$ cat src/rtl/ram_arbiter_pkg.sv
// Shared types and helpers for the single-port RAM arbiter and its round-robin picker.
package ram_arbiter_pkg;

    localparam int MAX_REQ       = 8;
    localparam int MAX_BURST_LIM = 15;
    localparam int BURST_W       = $clog2(MAX_BURST_LIM + 1);
    localparam int PTR_W         = $clog2(MAX_REQ);
    localparam int IDX_W         = PTR_W + 1;

    // Burst ownership: no owner, owner below its burst limit, owner at its limit.
    typedef enum logic [1:0] {
        ARB_IDLE,
        ARB_GRANT,
        ARB_HOLD
    } arb_state_t;

    // One-hot grant of the first valid requester at or after ptr, wrapping at n.
    function automatic logic [MAX_REQ-1:0] rr_pick(
        input logic [MAX_REQ-1:0] valid,
        input logic [PTR_W-1:0]   ptr,
        input logic [IDX_W-1:0]   n
    );
        logic [MAX_REQ-1:0] grant;
        logic [IDX_W-1:0]   idx;
        grant = '0;
        // Walk from farthest to nearest so the nearest valid requester wins.
        for (int k = MAX_REQ - 1; k >= 0; k--) begin
            idx = {1'b0, ptr} + IDX_W'(k);
            if (idx >= n)
                idx = idx - n;
            if ((IDX_W'(k) < n) && valid[idx[PTR_W-1:0]])
                grant = MAX_REQ'(1) << idx;
        end
        return grant;
    endfunction

endpackage

$ cat src/rtl/ram_arbiter_rr_grant.sv
// Combinational round-robin priority picker over N requesters, starting at ptr.
module rr_grant
    import ram_arbiter_pkg::*;
#(
    parameter int N = 2
) (
    input  logic [N-1:0]     valid,
    input  logic [PTR_W-1:0] ptr,
    output logic [N-1:0]     grant
);

    logic [MAX_REQ-1:0] valid_ext;
    logic [MAX_REQ-1:0] pick;

    always_comb begin
        valid_ext        = '0;
        valid_ext[N-1:0] = valid;
    end

    assign pick = rr_pick(valid_ext, ptr, IDX_W'(N));

    // Bits at or above N are always zero; folding them keeps every bit used.
    always_comb begin
        grant = '0;
        for (int i = 0; i < MAX_REQ; i++)
            grant[i % N] = grant[i % N] | pick[i];
    end

endmodule

$ cat src/rtl/ram_arbiter.sv
// Round-robin, burst-limited arbiter sharing one single-port synchronous RAM.
// Define RAM_ARB_WRACK_EN to make accepted writes return a response strobe too.
module ram_arbiter
    import ram_arbiter_pkg::*;
#(
    parameter int NUM_REQ   = 2,
    parameter int WIDTH     = 8,
    parameter int DEPTH     = 4,
    parameter int MAX_BURST = 4
) (
    input  logic                     clk,
    input  logic                     reset,
    input  logic [NUM_REQ-1:0]       req_valid,
    output logic [NUM_REQ-1:0]       req_ready,
    input  logic [NUM_REQ-1:0]       req_wr,
    input  logic [NUM_REQ*DEPTH-1:0] req_addr,
    input  logic [NUM_REQ*WIDTH-1:0] req_wdata,
    output logic [NUM_REQ-1:0]       rsp_valid,
    output logic [WIDTH-1:0]         rsp_data,
    output logic                     ram_enable,
    output logic                     ram_wr_en,
    output logic [DEPTH-1:0]         ram_address,
    output logic [WIDTH-1:0]         ram_data_in,
    input  logic [WIDTH-1:0]         ram_data_out
);

    localparam logic [BURST_W-1:0] BURST_MAX = BURST_W'(MAX_BURST);

    arb_state_t           state, state_nxt;
    logic [PTR_W-1:0]     ptr, ptr_nxt;
    logic [NUM_REQ-1:0]   owner_oh, owner_nxt;
    logic [BURST_W-1:0]   burst_cnt, cnt_nxt;

    logic [NUM_REQ-1:0]   rr_gnt;
    logic [NUM_REQ-1:0]   gnt;
    logic                 owner_vld;
    logic                 others_vld;
    logic                 hold;

    logic                 sel_wr;
    logic [DEPTH-1:0]     sel_addr;
    logic [WIDTH-1:0]     sel_wdata;
    logic [NUM_REQ-1:0]   rsp_sel;

    logic [NUM_REQ-1:0]   pend_rsp;
    logic                 pend_rd;
    logic                 rsp_rd;

    rr_grant #(
        .N(NUM_REQ)
    ) u_rr (
        .valid (req_valid),
        .ptr   (ptr),
        .grant (rr_gnt)
    );

    // Arbitration state register.
    always_ff @(posedge clk or posedge reset) begin
        if (reset) begin
            state     <= ARB_IDLE;
            ptr       <= '0;
            owner_oh  <= '0;
            burst_cnt <= '0;
        end else begin
            state     <= state_nxt;
            ptr       <= ptr_nxt;
            owner_oh  <= owner_nxt;
            burst_cnt <= cnt_nxt;
        end
    end

    // Grant and next-state: the owner keeps the port while its burst allows,
    // or indefinitely while nobody else is asking.
    always_comb begin
        hold       = 1'b0;
        owner_vld  = |(req_valid & owner_oh);
        others_vld = |(req_valid & ~owner_oh);
        state_nxt  = ARB_IDLE;
        cnt_nxt    = '0;
        owner_nxt  = owner_oh;
        ptr_nxt    = ptr;

        case (state)
            ARB_GRANT: hold = owner_vld;
            ARB_HOLD:  hold = owner_vld && !others_vld;
            default:   hold = 1'b0;
        endcase

        gnt = hold ? owner_oh : rr_gnt;

        if (hold) begin
            cnt_nxt = (state == ARB_GRANT) ? burst_cnt + BURST_W'(1) : burst_cnt;
        end else if (|gnt) begin
            cnt_nxt = BURST_W'(1);
        end

        if (|gnt) begin
            owner_nxt = gnt;
            state_nxt = (cnt_nxt == BURST_MAX) ? ARB_HOLD : ARB_GRANT;
            for (int i = 0; i < NUM_REQ; i++)
                if (gnt[i])
                    ptr_nxt = PTR_W'((i + 1) % NUM_REQ);
        end
    end

    assign req_ready = gnt;

    // Command mux from the granted requester.
    always_comb begin
        sel_wr    = 1'b0;
        sel_addr  = '0;
        sel_wdata = '0;
        for (int i = 0; i < NUM_REQ; i++) begin
            if (gnt[i]) begin
                sel_wr    = req_wr[i];
                sel_addr  = req_addr[i*DEPTH +: DEPTH];
                sel_wdata = req_wdata[i*WIDTH +: WIDTH];
            end
        end
    end

    always_comb begin
        rsp_sel = '0;
`ifdef RAM_ARB_WRACK_EN
        rsp_sel = gnt;
`else
        if (!sel_wr)
            rsp_sel = gnt;
`endif
    end

    // RAM command register; address and data hold on idle cycles.
    always_ff @(posedge clk or posedge reset) begin
        if (reset) begin
            ram_enable  <= 1'b0;
            ram_wr_en   <= 1'b0;
            ram_address <= '0;
            ram_data_in <= '0;
        end else begin
            ram_enable <= |gnt;
            ram_wr_en  <= (|gnt) & sel_wr;
            if (|gnt) begin
                ram_address <= sel_addr;
                ram_data_in <= sel_wdata;
            end
        end
    end

    // Two-stage response pipe lined up with the RAM's one-cycle read latency.
    always_ff @(posedge clk or posedge reset) begin
        if (reset) begin
            pend_rsp  <= '0;
            pend_rd   <= 1'b0;
            rsp_valid <= '0;
            rsp_rd    <= 1'b0;
        end else begin
            pend_rsp  <= rsp_sel;
            pend_rd   <= (|gnt) & ~sel_wr;
            rsp_valid <= pend_rsp;
            rsp_rd    <= pend_rd;
        end
    end

    assign rsp_data = rsp_rd ? ram_data_out : '0;

endmodule

$ cat config.mk
export PLATFORM = sky130hd
export DESIGN_NAME = ram_arbiter
export DESIGN_NICKNAME = d
export VERILOG_FILES = /design/src/rtl/ram_arbiter_pkg.sv /design/src/rtl/ram_arbiter_rr_grant.sv /design/src/rtl/ram_arbiter.sv
export SDC_FILE = /design/constraint.sdc
export NUM_CORES = 1
export LEC_CHECK = 0
export BUFFER_PORTS_ARGS = -buffer_cell sky130_fd_sc_hd__buf_4
export CAP_MARGIN = 25
export CORE_MARGIN = 4
export CORE_UTILIZATION = 49
export DETAILED_ROUTE_END_ITERATION = 8
export PLACE_DENSITY_LB_ADDON = 0.2
export SYNTH_ARGS = -nofsm -noshare
export SYNTH_HDL_FRONTEND = slang
export SYNTH_SLANG_ARGS = --single-unit
export TNS_END_PERCENT = 30
$ cat constraint.sdc
create_clock -name clk -period 2.84 [get_ports clk]
set_clock_uncertainty 0.15 [all_clocks]
set_input_delay 0.426 -clock clk [delete_from_list [all_inputs] [get_ports clk]]
set_output_delay 0.426 -clock clk [all_outputs]
set_load 0.05 [all_outputs]
; ---- Word level (Yosys, flattened, before mapping)
; Cells that the tools add are included.
[totals]
ff_bits = 31
input_bits = 38
output_inout_bits = 26
wordCells = 69
[op_classes]
add_sub_neg = 4
order_cmp = 4
n_eq_ne = 3
n_shift = 2
n_mux = 25
bitwise_logic = 12
n_reduce_logical = 7
[op_table]
columns = op, count
row1 = 2-to-1 mux 8 bit, 5
row2 = 2-to-1 mux 4 bit, 6
row3 = << shifter 1 x 4 -> 8 bit (first input constant), 2
row4 = less-than comparator 3 x 4 -> 1 bit (second input constant), 2
row5 = 2-to-1 mux 2 bit, 4
row6 = binary-select mux 1 bit (select 3 bit), 2
row7 = 2-to-1 mux 3 bit, 2
row8 = bitwise OR 1 bit, 6
row9 = OR reduction 2 bit, 3
row10 = 2-to-1 mux 1 bit, 5
row11 = adder 3 x 1 -> 4 bit (second input constant), 1
row12 = adder 4 x 1 -> 4 bit (second input constant), 1
row13 = bitwise AND 2 bit, 2
row14 = == test 4 x 3 -> 1 bit (second input constant), 1
row15 = greater-or-equal comparator 4 x 2 -> 1 bit (second input constant), 1
row16 = subtractor 3 x 2 -> 4 bit (second input constant), 1
row17 = subtractor 4 x 2 -> 4 bit (second input constant), 1
row18 = greater-or-equal comparator 3 x 2 -> 1 bit (second input constant), 1
row19 = bitwise AND 1 bit, 2
row20 = == test 2 x 1 -> 1 bit (second input constant), 1
row21 = == test 2 bit (second input constant), 1
row22 = NOT 2 bit, 1
row23 = case mux 1 bit (2 select lines), 1
row24 = AND reduction 2 bit, 1
row25 = other kinds (4), 4

; ---- Longest topological paths before layout
[logic_depth]
word_depth = 17
depth_mapped = 10
ltp_nobuf = 8

; ---- Cells and area by module
; A second synthesis with hierarchy kept.
[hier_totals]
hier_cells = 183
hier_area_um2 = 1701.6
[modules_own_cells]
columns = module, n_inst, cells_each, area_each_um2, seq_area_each_um2
row1 = ram_arbiter, 1, 154, 1457.6, 725.7
row2 = rr_grant, 1, 29, 244.0, 0.0

; ---- Worst setup path before layout
; No wires, ideal clock.
[synth_path]
kind = register to output
startpoint = register state[1]
endpoint = output req_ready[1]
arrival_time_ps = 2253
required_time_ps = 2264
setup_slack_ps = 11
path_stages_with_launch = 11
n_path_buf = 3
path_cell_list = dfrtp_1 -> inv_1 -> ha_1 -> buf_4 -> nand2b_1 -> a31oi_1 -> or4_4 -> buf_6 -> mux2_4 -> buf_2 -> inv_1
[synth_via]
elab_chain_len = 3
word_cells_on_any_way = 4
classes_between = eq/ne (2) / mux (2)
[synth_lines]
columns = item, line_no
row1 = start: declaration, ram_arbiter.sv:29  ; arb_state_t state, state_nxt;
row2 = start signal: assignment, ram_arbiter.sv:65  ; state <= state_nxt;
row3 = == test 2 bit or == test 2 x 1 -> 1 bit (tied branches), ram_arbiter.sv:83  ; case (state)
row4 = case mux 1 bit (2 select lines) *, ram_arbiter.sv:83
row5 = 2-to-1 mux 2 bit *, ram_arbiter.sv:89  ; gnt = hold ? owner_oh : rr_gnt;
row6 = end: declaration, ram_arbiter.sv:14  ; output logic [NUM_REQ-1:0] req_ready,
; Mark *: on every way between the ends. The rest lies on a longest branch, timed or not.

; ---- Worst setup path after layout
[layout_path]
startpoint = register state[0]
endpoint = output req_ready[1]
; Same word-level chain as after synthesis.

==> results_dict.tcl <==
set metrics [dict create \
    async_reset_ff_frac 1.00 \
    power_density_nw_per_um2 1290 \
    setup_viol 0 \
    end_kind "output pin" \
    synth_nets 212 \
    numPortBuffers 63 \
    place_area_um2 2240 \
    drtIter0Drc 87 \
    drive_gt1_frac 0.430 \
    grt_max_degree 30 \
    status "completed" \
    avgRoutedWirePerCell_um 15.7 \
    num_rows 21 \
    path_max_fanout 6 \
    ys_types 32 \
    holdCritPathClass "input port to async pin" \
    vias 1587 \
    r2r-end "ram_address[1]$_DFFE_PP0P_" \
    rrSetupSlack_ps 390 \
    grt_pass1_vias 1527 \
    die_y_um 66.7 \
    slowest_stage "or4_4" \
    htreeDepth 2 \
    drtPass1Iterations 4 \
    cts_buffer_depth 2 \
    worst-slew-pin-transition_ps 402 \
    layout_min_cycle_time_ps 2770 \
    synth_warnings 0 \
    drc 0 \
    ir_drop_uv 660 \
    fmax_mhz 361 \
    synth_edf_count 0 \
    ctsHoldBuffers 0 \
    coreArea_um2 3340 \
    gp_congestion 0.831 \
    synth_top_family_by_area "simple AND/OR/NAND/NOR gates" \
    slew_headroom 0.732 \
    drv_cap 0 \
    grt.overflow.total 0 \
    ant_nets 0 \
    synth-seq-cells 29 \
    final_area_um2 2360 \
    syn-cell-area_um2 1690 \
    cp.arrival_ps 2200 \
    cp_slowest_stage_delay_ps 590 \
    tns_ps 0 \
    ys.flop_type "dfrtp_1" \
    cts_root_buf "clkbuf_4" \
    synth_xor_area_frac 0.0156 \
    fin_util 0.708 \
    io_pins 64 \
    drt_wl_total_um 4530 \
    antenna_cells 0 \
    synthCells 171 \
    die-area_um2 4450 \
    rr_worst_depth 6 \
    synth_fa_ha_area_frac 0.0222 \
    fin_crit_sh 0.977 \
    cts_tree "done" \
    dp_hpwl_um 3430 \
    finalNetCount 282 \
    drv_slew 0 \
    required_ps 2260 \
    viasPerCell 5.51 \
    synth_mux_area_frac 0.133 \
    area_growth_pct 40.0 \
    r2r-start "state[0]$_DFF_PP0_" \
    fp.dieW_um 66.7 \
    synth_compound_area_frac 0.159 \
    ys_seq_area_frac 0.430 \
    clkSinkCount 29 \
    grt.total_usage 0.205 \
    start_util 0.506 \
    fillCellCount 255 \
    grt_pass1_wl_um 6730 \
    postSynthAreaPerCell_um2 9.87 \
    clk_latency_ps 330 \
    startpoint_type "flop" \
    clk_pin_slew_ps 90 \
    synthSimpleGateAreaFrac 0.182 \
    worst-setup-path-type "flop to output pin" \
    finalHoldViolCount 0 \
    worstPathCellList "inv_1 > ha_2 > or4_4 > mux2_4 > inv_2 > buf_8" \
    cts_buffers 5 \
    p_leak_nw 1.14 \
    antenna_found_initial 0 \
]
==> worst max-delay path by stage <==
stage / depth (start not counted) / start / endpoint / slack (ps)
detailed placement: 8 / state[1]$_DFF_PP0_ / req_ready[1] / 330
global route: 6 / state[0]$_DFF_PP0_ / req_ready[1] / -0.6
global placement: 8 / state[1]$_DFF_PP0_ / req_ready[1] / 390
finish: 6 / state[0]$_DFF_PP0_ / req_ready[1] / 70
CTS: 8 / state[1]$_DFF_PP0_ / req_ready[1] / 20
floorplan: 10 / state[1]$_DFF_PP0_ / req_ready[1] / 10
==> report_power, final <==
| part | internal [mW] | switching (mW) |
|---|---|---|
| clock | 0.210 | 0.139 |
| combinational | 0.787 | 1.21 |
| sequential | 0.593 | 0.106 |
| total | 1.59 | 1.46 |
==> logic make-up after synthesis <==
family / Yosys count
AOI/OAI and AO/OA: 43
xor gates and xnor gates: 3
adders and majority gates: 3
buffers and inverters: 21
DFF: 29
muxes: 17
and+or+nand+nor: 55
==> state kept, by name, indices dropped and copies added, names as in the netlist, 2 cells and up <==
| name | flops |
|---|---|
| burst_cnt | 4 |
| owner_oh | 2 |
| pend_rsp | 2 |
| ram_address | 4 |
| ram_data_in | 8 |
| rsp_valid | 2 |
| state | 2 |
==> per-stage QoR <==
stage / hold slack [ps] / setup slack [ps] / std cells / total power [mW]
6_report: 16.9 / 66.7 / 288 / 3.05
5_1_grt: 39.2 / -0.583 / 288 / 3.22
4_1_cts: 14.5 / 18.1 / 287 / 3.02
3_5_place_dp: 185 / 327 / 279 / 2.66
3_3_place_gp: 185 / 390 / 279 / 2.58
2_1_floorplan: 181 / 11.5 / 171 / 2.10
==> worst max-delay path, delay by kind of cell (launching register included) <==
kind	cells	cell delay (ps)
buf+inv	3	270
simple gates	1	590
fa+ha+maj	1	280
flops	1	390
mux	1	340
==> synth_stat cells (2+ instances only) <==
library cell,n,area share
nand2b_1,2,0.0074
inv_1,8,0.018
nor2b_1,3,0.011
nand2_1,3,0.0067
nor2_1,8,0.018
mux2_2,3,0.020
nand4_1,13,0.048
xor2_1,3,0.016
dfrtp_1,29,0.43
buf_6,2,0.013
o21ai_0,17,0.050
o211ai_1,12,0.053
a21oi_1,5,0.015
or3_1,2,0.0074
mux2i_1,4,0.024
nand3_1,13,0.039
mux2_4,10,0.089
and2_1,8,0.030
clkbuf_1,9,0.020
ha_1,3,0.022
a21o_1,3,0.013
==> layout by cell type (no fill, tap or decap), types with 2 or more instances in the layout <==
| cell | n |
|---|---|
| o211ai_1 | 12 |
| inv_2 | 2 |
| o21ai_0 | 17 |
| nand3_1 | 13 |
| xor2_1 | 3 |
| a21o_1 | 3 |
| mux2_2 | 3 |
| nand4_1 | 13 |
| nand2_1 | 3 |
| dfrtp_1 | 29 |
| nor2b_1 | 3 |
| or3_1 | 2 |
| nor2_1 | 8 |
| a21oi_1 | 5 |
| and2_1 | 8 |
| mux2_4 | 10 |
| inv_1 | 6 |
| mux2i_1 | 4 |
| buf_4 | 75 |
| clkbuf_4 | 5 |
==> what timing repair did <==
action,in CTS,in global routing
endpoints found under the setup margin,1,1
gates cloned,0,0
buffers inserted,0,1
resized for setup,2,6
==> area by class of cell <==
type	instances	area, µm²	area share
Clock buffer	7	55.1	0.0233
Inverter	8	30.0	0.0127
Sequential cell	29	726	0.307
Timing Repair Buffer	76	578	0.245
Tap cell	46	57.6	0.0244
Clock inverter	1	30.0	0.0127
Multi-Input combinational cell	121	886	0.375
==> metal layers <==
layer	vias up	part of all wire	GRT usage
met1	740	0.41	0.231
met4	0	0.015	0.0964
met5	-	0	0
li1	758	-	-
met2	80	0.47	0.335
met3	9	0.10	0.0826
Note: power is estimated with default switching activity, not from simulation.
